==> src/rtl/bram_rr_arbiter_pkg.sv <==
`default_nettype none
// ============================================================================
// Module   : bram_rr_arbiter_pkg
// Purpose  : Shared constants and helpers for the block-memory RR arbiter.
// Revision : 1.0 - initial release
// ============================================================================
package bram_rr_arbiter_pkg;

   localparam int unsigned PORT0  = 0;
   localparam int unsigned PORT1  = 1;
   localparam int unsigned RL_MAX = 4;
   localparam int unsigned STAT_W = 16;

   function automatic logic [STAT_W-1:0] sat_inc(input logic [STAT_W-1:0] v);
      return (v == {STAT_W{1'b1}}) ? v : v + 1'b1;
   endfunction

endpackage
`default_nettype wire

==> src/rtl/bram_rr_arbiter_rr_arbiter2.sv <==
`default_nettype none
// ============================================================================
// Module   : rr_arbiter2
// Purpose  : Two-way round-robin arbiter; last served port loses a tie.
// Revision : 1.0 - initial release
// ============================================================================
module rr_arbiter2
   import bram_rr_arbiter_pkg::*;
(
   input  logic       clk,
   input  logic       rst,
   input  logic [1:0] req,
   output logic [1:0] gnt
);

   logic r_last_grant;

   always_comb begin
      gnt = 2'b00;
      case (req)
         2'b01:   gnt[PORT0] = 1'b1;
         2'b10:   gnt[PORT1] = 1'b1;
         2'b11:   if (r_last_grant == 1'(PORT1)) gnt[PORT0] = 1'b1;
                  else                           gnt[PORT1] = 1'b1;
         default: gnt = 2'b00;
      endcase
   end

   // A grant always implies an accept, since gnt is only raised for a requester.
   always_ff @(posedge clk) begin
      if (rst)
         r_last_grant <= 1'(PORT1);
      else if (|gnt)
         r_last_grant <= gnt[PORT1];
   end

endmodule
`default_nettype wire

==> src/rtl/bram_rr_arbiter.sv <==
`default_nettype none
// ============================================================================
// Module   : bram_rr_arbiter
// Purpose  : Two-requester RR sequencer for a single-port block memory with
//            per-requester read/write responses. Optional counters are
//            enabled by defining BRAM_ARB_STATS_EN.
// Revision : 1.0 - initial release
// ============================================================================
module bram_rr_arbiter
   import bram_rr_arbiter_pkg::*;
#(
   parameter int ADDR_W       = 32,
   parameter int DATA_W       = 32,
   parameter int READ_LATENCY = 1
) (
   input  logic                  clka,
   input  logic                  rst,
   input  logic                  req0,
   input  logic [DATA_W/8-1:0]   we0,
   input  logic [ADDR_W-1:0]     addr0,
   input  logic [DATA_W-1:0]     wdata0,
   output logic                  gnt0,
   output logic                  rvalid0,
   output logic [DATA_W-1:0]     rdata0,
   input  logic                  req1,
   input  logic [DATA_W/8-1:0]   we1,
   input  logic [ADDR_W-1:0]     addr1,
   input  logic [DATA_W-1:0]     wdata1,
   output logic                  gnt1,
   output logic                  rvalid1,
   output logic [DATA_W-1:0]     rdata1,
   output logic [DATA_W/8-1:0]   mem_wea,
   output logic [ADDR_W-1:0]     mem_addra,
   output logic [DATA_W-1:0]     mem_dina,
`ifdef BRAM_ARB_STATS_EN
   output logic [STAT_W-1:0]     stat_gnt0,
   output logic [STAT_W-1:0]     stat_gnt1,
   output logic [STAT_W-1:0]     stat_conflict,
`endif
   input  logic [DATA_W-1:0]     mem_douta
);

   localparam int c_rl = (READ_LATENCY < 1) ? 1 :
                         (READ_LATENCY > int'(RL_MAX)) ? int'(RL_MAX) : READ_LATENCY;

   logic [1:0]        w_req;
   logic [1:0]        w_gnt;
   logic              w_acc;
   logic              w_own;
   logic              w_rv;
   logic              w_rown;
   logic [c_rl-1:0]   r_vld;
   logic [c_rl-1:0]   r_own;
   logic [DATA_W-1:0] r_rdata0;
   logic [DATA_W-1:0] r_rdata1;

   // Masking requests during reset keeps grants and memory drives quiet.
   assign w_req = rst ? 2'b00 : {req1, req0};

   rr_arbiter2 u_arb (
      .clk (clka),
      .rst (rst),
      .req (w_req),
      .gnt (w_gnt)
   );

   assign gnt0  = w_gnt[PORT0];
   assign gnt1  = w_gnt[PORT1];
   assign w_acc = |w_gnt;
   assign w_own = w_gnt[PORT1];

   always_comb begin
      mem_wea   = '0;
      mem_addra = '0;
      mem_dina  = '0;
      if (w_gnt[PORT0]) begin
         mem_wea   = we0;
         mem_addra = addr0;
         mem_dina  = wdata0;
      end else if (w_gnt[PORT1]) begin
         mem_wea   = we1;
         mem_addra = addr1;
         mem_dina  = wdata1;
      end
   end

   always_ff @(posedge clka) begin
      if (rst) begin
         r_vld <= '0;
         r_own <= '0;
      end else begin
         r_vld[0] <= w_acc;
         r_own[0] <= w_own;
         for (int i = 1; i < c_rl; i++) begin
            r_vld[i] <= r_vld[i-1];
            r_own[i] <= r_own[i-1];
         end
      end
   end

   assign w_rv    = r_vld[c_rl-1] & ~rst;
   assign w_rown  = r_own[c_rl-1];
   assign rvalid0 = w_rv & ~w_rown;
   assign rvalid1 = w_rv &  w_rown;

   // Response data passes straight through from the memory and is held after.
   always_ff @(posedge clka) begin
      if (rst) begin
         r_rdata0 <= '0;
         r_rdata1 <= '0;
      end else begin
         if (rvalid0) r_rdata0 <= mem_douta;
         if (rvalid1) r_rdata1 <= mem_douta;
      end
   end

   assign rdata0 = rvalid0 ? mem_douta : r_rdata0;
   assign rdata1 = rvalid1 ? mem_douta : r_rdata1;

`ifdef BRAM_ARB_STATS_EN
   logic [STAT_W-1:0] r_stat_gnt0;
   logic [STAT_W-1:0] r_stat_gnt1;
   logic [STAT_W-1:0] r_stat_conflict;

   always_ff @(posedge clka) begin
      if (rst) begin
         r_stat_gnt0     <= '0;
         r_stat_gnt1     <= '0;
         r_stat_conflict <= '0;
      end else begin
         if (w_gnt[PORT0])  r_stat_gnt0     <= sat_inc(r_stat_gnt0);
         if (w_gnt[PORT1])  r_stat_gnt1     <= sat_inc(r_stat_gnt1);
         if (req0 && req1)  r_stat_conflict <= sat_inc(r_stat_conflict);
      end
   end

   assign stat_gnt0     = r_stat_gnt0;
   assign stat_gnt1     = r_stat_gnt1;
   assign stat_conflict = r_stat_conflict;
`endif

endmodule
`default_nettype wire
==> config.mk <==
export PLATFORM = sky130hd
export DESIGN_NAME = bram_rr_arbiter
export DESIGN_NICKNAME = d
export VERILOG_FILES = /design/src/rtl/bram_rr_arbiter_pkg.sv /design/src/rtl/bram_rr_arbiter_rr_arbiter2.sv /design/src/rtl/bram_rr_arbiter.sv
export SDC_FILE = /design/constraint.sdc
export NUM_CORES = 1
export LEC_CHECK = 0
export BUFFER_PORTS_ARGS = -buffer_cell sky130_fd_sc_hd__buf_2
export CAP_MARGIN = 20
export CORE_AREA = 2 2 119 121
export DETAILED_ROUTE_END_ITERATION = 12
export DIE_AREA = 0 0 121 123
export PLACE_DENSITY = 0.71
export SKIP_CTS_REPAIR_TIMING = 1
export SLEW_MARGIN = 40
export SYNTH_ARGS = -nofsm -noshare
export SYNTH_HDL_FRONTEND = slang
export SYNTH_SLANG_ARGS = --single-unit
==> constraint.sdc <==
create_clock -name clka -period 3 [get_ports clka]
set_clock_uncertainty 0.1 [all_clocks]
set_input_delay 0 -clock clka [delete_from_list [all_inputs] [get_ports clka]]
set_output_delay 0 -clock clka [all_outputs]
set_load 0.03 [all_outputs]
==> summary.md <==
| Metric | Value |
|---|---|
| Largest family of logic cells by synthesized area | compound AO/OA/AOI/OAI gates |
| Mux contribution to synthesized area | 0.175 |
| Critical path startpoint | u_arb.r_last_grant |
| Run status | complete, no violations |
| Synth unique cells | 20 |
| Clock Tree Buf Depth | 2 |
| Most frequent cells in the layout | buf_2 (306), nand2_1 (131), nor2_1 (71) |
| Startpoint types | register |
| FMAX | 0.441 GHz |
| Inserted Clock Buffers | 9 |
| Final setup vio count | 0 |
| Share of layout cells above drive strength 1 | 0.475 |
| Final Hold Fails | 0 |
| Fraction of the mapped netlist area in adder cells | 0 |
| Seq/Total Area, Yosys | 0.326 |
| Clk pwr share | 0.356 |
| Antenna violations before repair | 1 |
| Power share of the sequential group | 0.342 |
| Die height | 123 um |
| Global-route wire length before repair | between 20000 and 25000 um |
| RSZ-0062 raised after global routing | false |
| Mapped Nets | between 700 and 800 |
| Simple-gate share of the synthesized area | 0.201 |
| Finished Core Util | 0.465 |
| Hold Path Class | primary input to register |
| Critical Path Fanout Max | 37 |
| Antenna Diode Count | 0 |
| Pin count of the biggest net entering global routing | 79 |
| Avg WL per Cell | 16.1 um |
| Final Cycle Share | 0.756 |
| # DRC | 0 |
| Horiz. Die Dim | around 120 um |
| IO Pins | 308 |
| Register bit total from synthesis | 67 |
| Internal power | between 1.5 and 2 mW |
| Total wire length | 16400 um |
| Vias per inst | 5.08 |
| Area leader, netlist | dfxtp_1 |
| Max Slew Vio Count | 0 |
| Synth Area in Compound Gates | 0.226 |
| RePlAce Congestion | 0.866 |
| Syn Area/Cell | about 7.7 um^2 |
| Via count | roughly 5200 |
| CTS sink cnt | 67 |
| Mapped Cells | around 540 |
| Grt ovf | 0 |
| Synth area leaders | dfxtp_1 (33%), mux2_2 (17%), a32oi_1 (14%) |
| XOR/XNOR Fraction of Synth Area | 0 |
| P_leak | 3.09 nW |
| Clk_lat worst skew | 0.32 ns |
| Sum Neg Setup Slack | 0 ns |
| Post-DP HPWL | ~11000 um |
| NetSw | 0.916 mW |
| DRT iter0 DRCs | ~570 |
| Most common cell after layout, fill and taps aside | buf_2 |
| Slew margin rel. | 0.464 |
| Synth-to-layout area growth | 53.8% |
| Max H-tree Level | 3 |
| Synthesized cell area | 4120 um^2 |
| YS warnings | 0 |
| Initial core utilization | 0.303 |
| Tightest Pin Transition | just over 0.8 ns |
| TritonCTS clock tree | built |
| Core area | around 14000 um^2 |
| Drt pass-1 iters | 5 |
| R2r startpoint | r_vld |
| Register clock-pin slew on the reported worst setup and hold paths | roughly 0.05 ns |
| Hold Crit Start | req0 |
| Critical path type | register to primary output |
| Maximum resistive drop on vdd | between 0.2 and 0.25 mV |
| Critical path endpoint category | primary output |
| Crit path DAT | 2.17 ns |
| # nets final | roughly 1000 |
| Max-cap viol count | 0 |
| WP data required | between 2 and 3 ns |
| Final min period | between 2 and 2.5 ns |
| Number of global-route vias before repair | between 4000 and 5000 |
| Sw Ratio | 0.329 |
| Top cell type's share of synthesized area | 0.326 |
| Site Rows | 43 |
| P per Cell Area | between 400 and 500 nW/um^2 |
| Antenna viol nets, final | 0 |
| Combinational group share of total power | 0.302 |
| I/O Buffers | between 300 and 400 |
| CTS root buffer | clkbuf_16 |
| Die area | roughly 15000 um^2 |
| All-Layer GR Usage | 0.199 |
state kept, by name, summed over array words and instances (netlist names):
name and cells:
r_vld 1, r_rdata0 32, u_arb.r_last_grant 1, r_own 1
r_rdata1 32
synth_stat cells:
cell and n:
nor2b_1 3, buf_2 25, nor3b_4 1, buf_4 1, mux2_2 63, inv_1 2
a32oi_1 68, mux2_1 1, a21boi_2 1, and2_0 1, clkbuf_1 24, nand2b_1 1
or2b_1 1, dfxtp_1 67, nor2_1 71, a21oi_1 65, nand3b_2 1, nand2_1 131
buf_1 3, buf_6 5
metrics by stage:
stage	total power [mW]	std cells	hold WS, ns	cell area (um^2)	setup slack (ns)
3_5_place_dp	1.77	975	0.175	5710	1.05
5_1_grt	2.92	1024	0.171	6330	0.603
4_1_cts	2.77	991	-0.171	6000	0.719
6_report	2.78	1024	0.143	6330	0.732
3_3_place_gp	1.76	975	0.172	5710	1.05
2_1_floorplan	1.48	535	0.0158	4120	1.54
cell type report:
class,instances,area (um^2)
fillers,1334,7280
multi-input cells,408,2490
repair buffers,351,1980
flip-flops and latches,67,1340
clock buffers,13,270
well taps,180,225
clock inverters,3,21.3
inverters,2,7.51
power by group through the flow:
stage | registers, mW | clock network, mW | logic (mW)
3_3_place_gp | 0.970 | 0 | 0.793
3_5_place_dp | 0.969 | 0 | 0.799
2_1_floorplan | 0.961 | 0 | 0.515
4_1_cts | 0.951 | 1.02 | 0.802
5_1_grt | 0.955 | 1.07 | 0.899
6_report | 0.952 | 0.991 | 0.841
cell families after synthesis:
logic type / count (synthesis)
and+or+nand+nor: 210
AOI/OAI and AO/OA: 134
DFF: 67
muxes: 64
buffers and inverters: 60
layer usage:
layer  up-vias  GRT usage  wire length, um
li1       2512          -                -
met1      2391      0.242             6600
met2       275      0.348             8090
met3        26     0.0475             1440
met4         2     0.0589              300
met5         -          0               13
path summary, 6_finish.rpt:
kind,end,slack [ns],cells after the start
worst min-delay path,u_arb.r_last_grant,0.14,4
worst max register to register,r_rdata0[10],1.33,4
worst max-delay path,mem_addra[17],0.73,5
worst min register to register,r_rdata1[26],0.35,2
critical path, cell delays in order (launching register included):
cell and delay [ns]:
dfxtp_1 0.38, nand2b_2 0.66, buf_12 0.27, a32oi_1 0.11, nor2_1 0.17, buf_2 0.23
No activity file was read; power rests on OpenSTA's default activity.
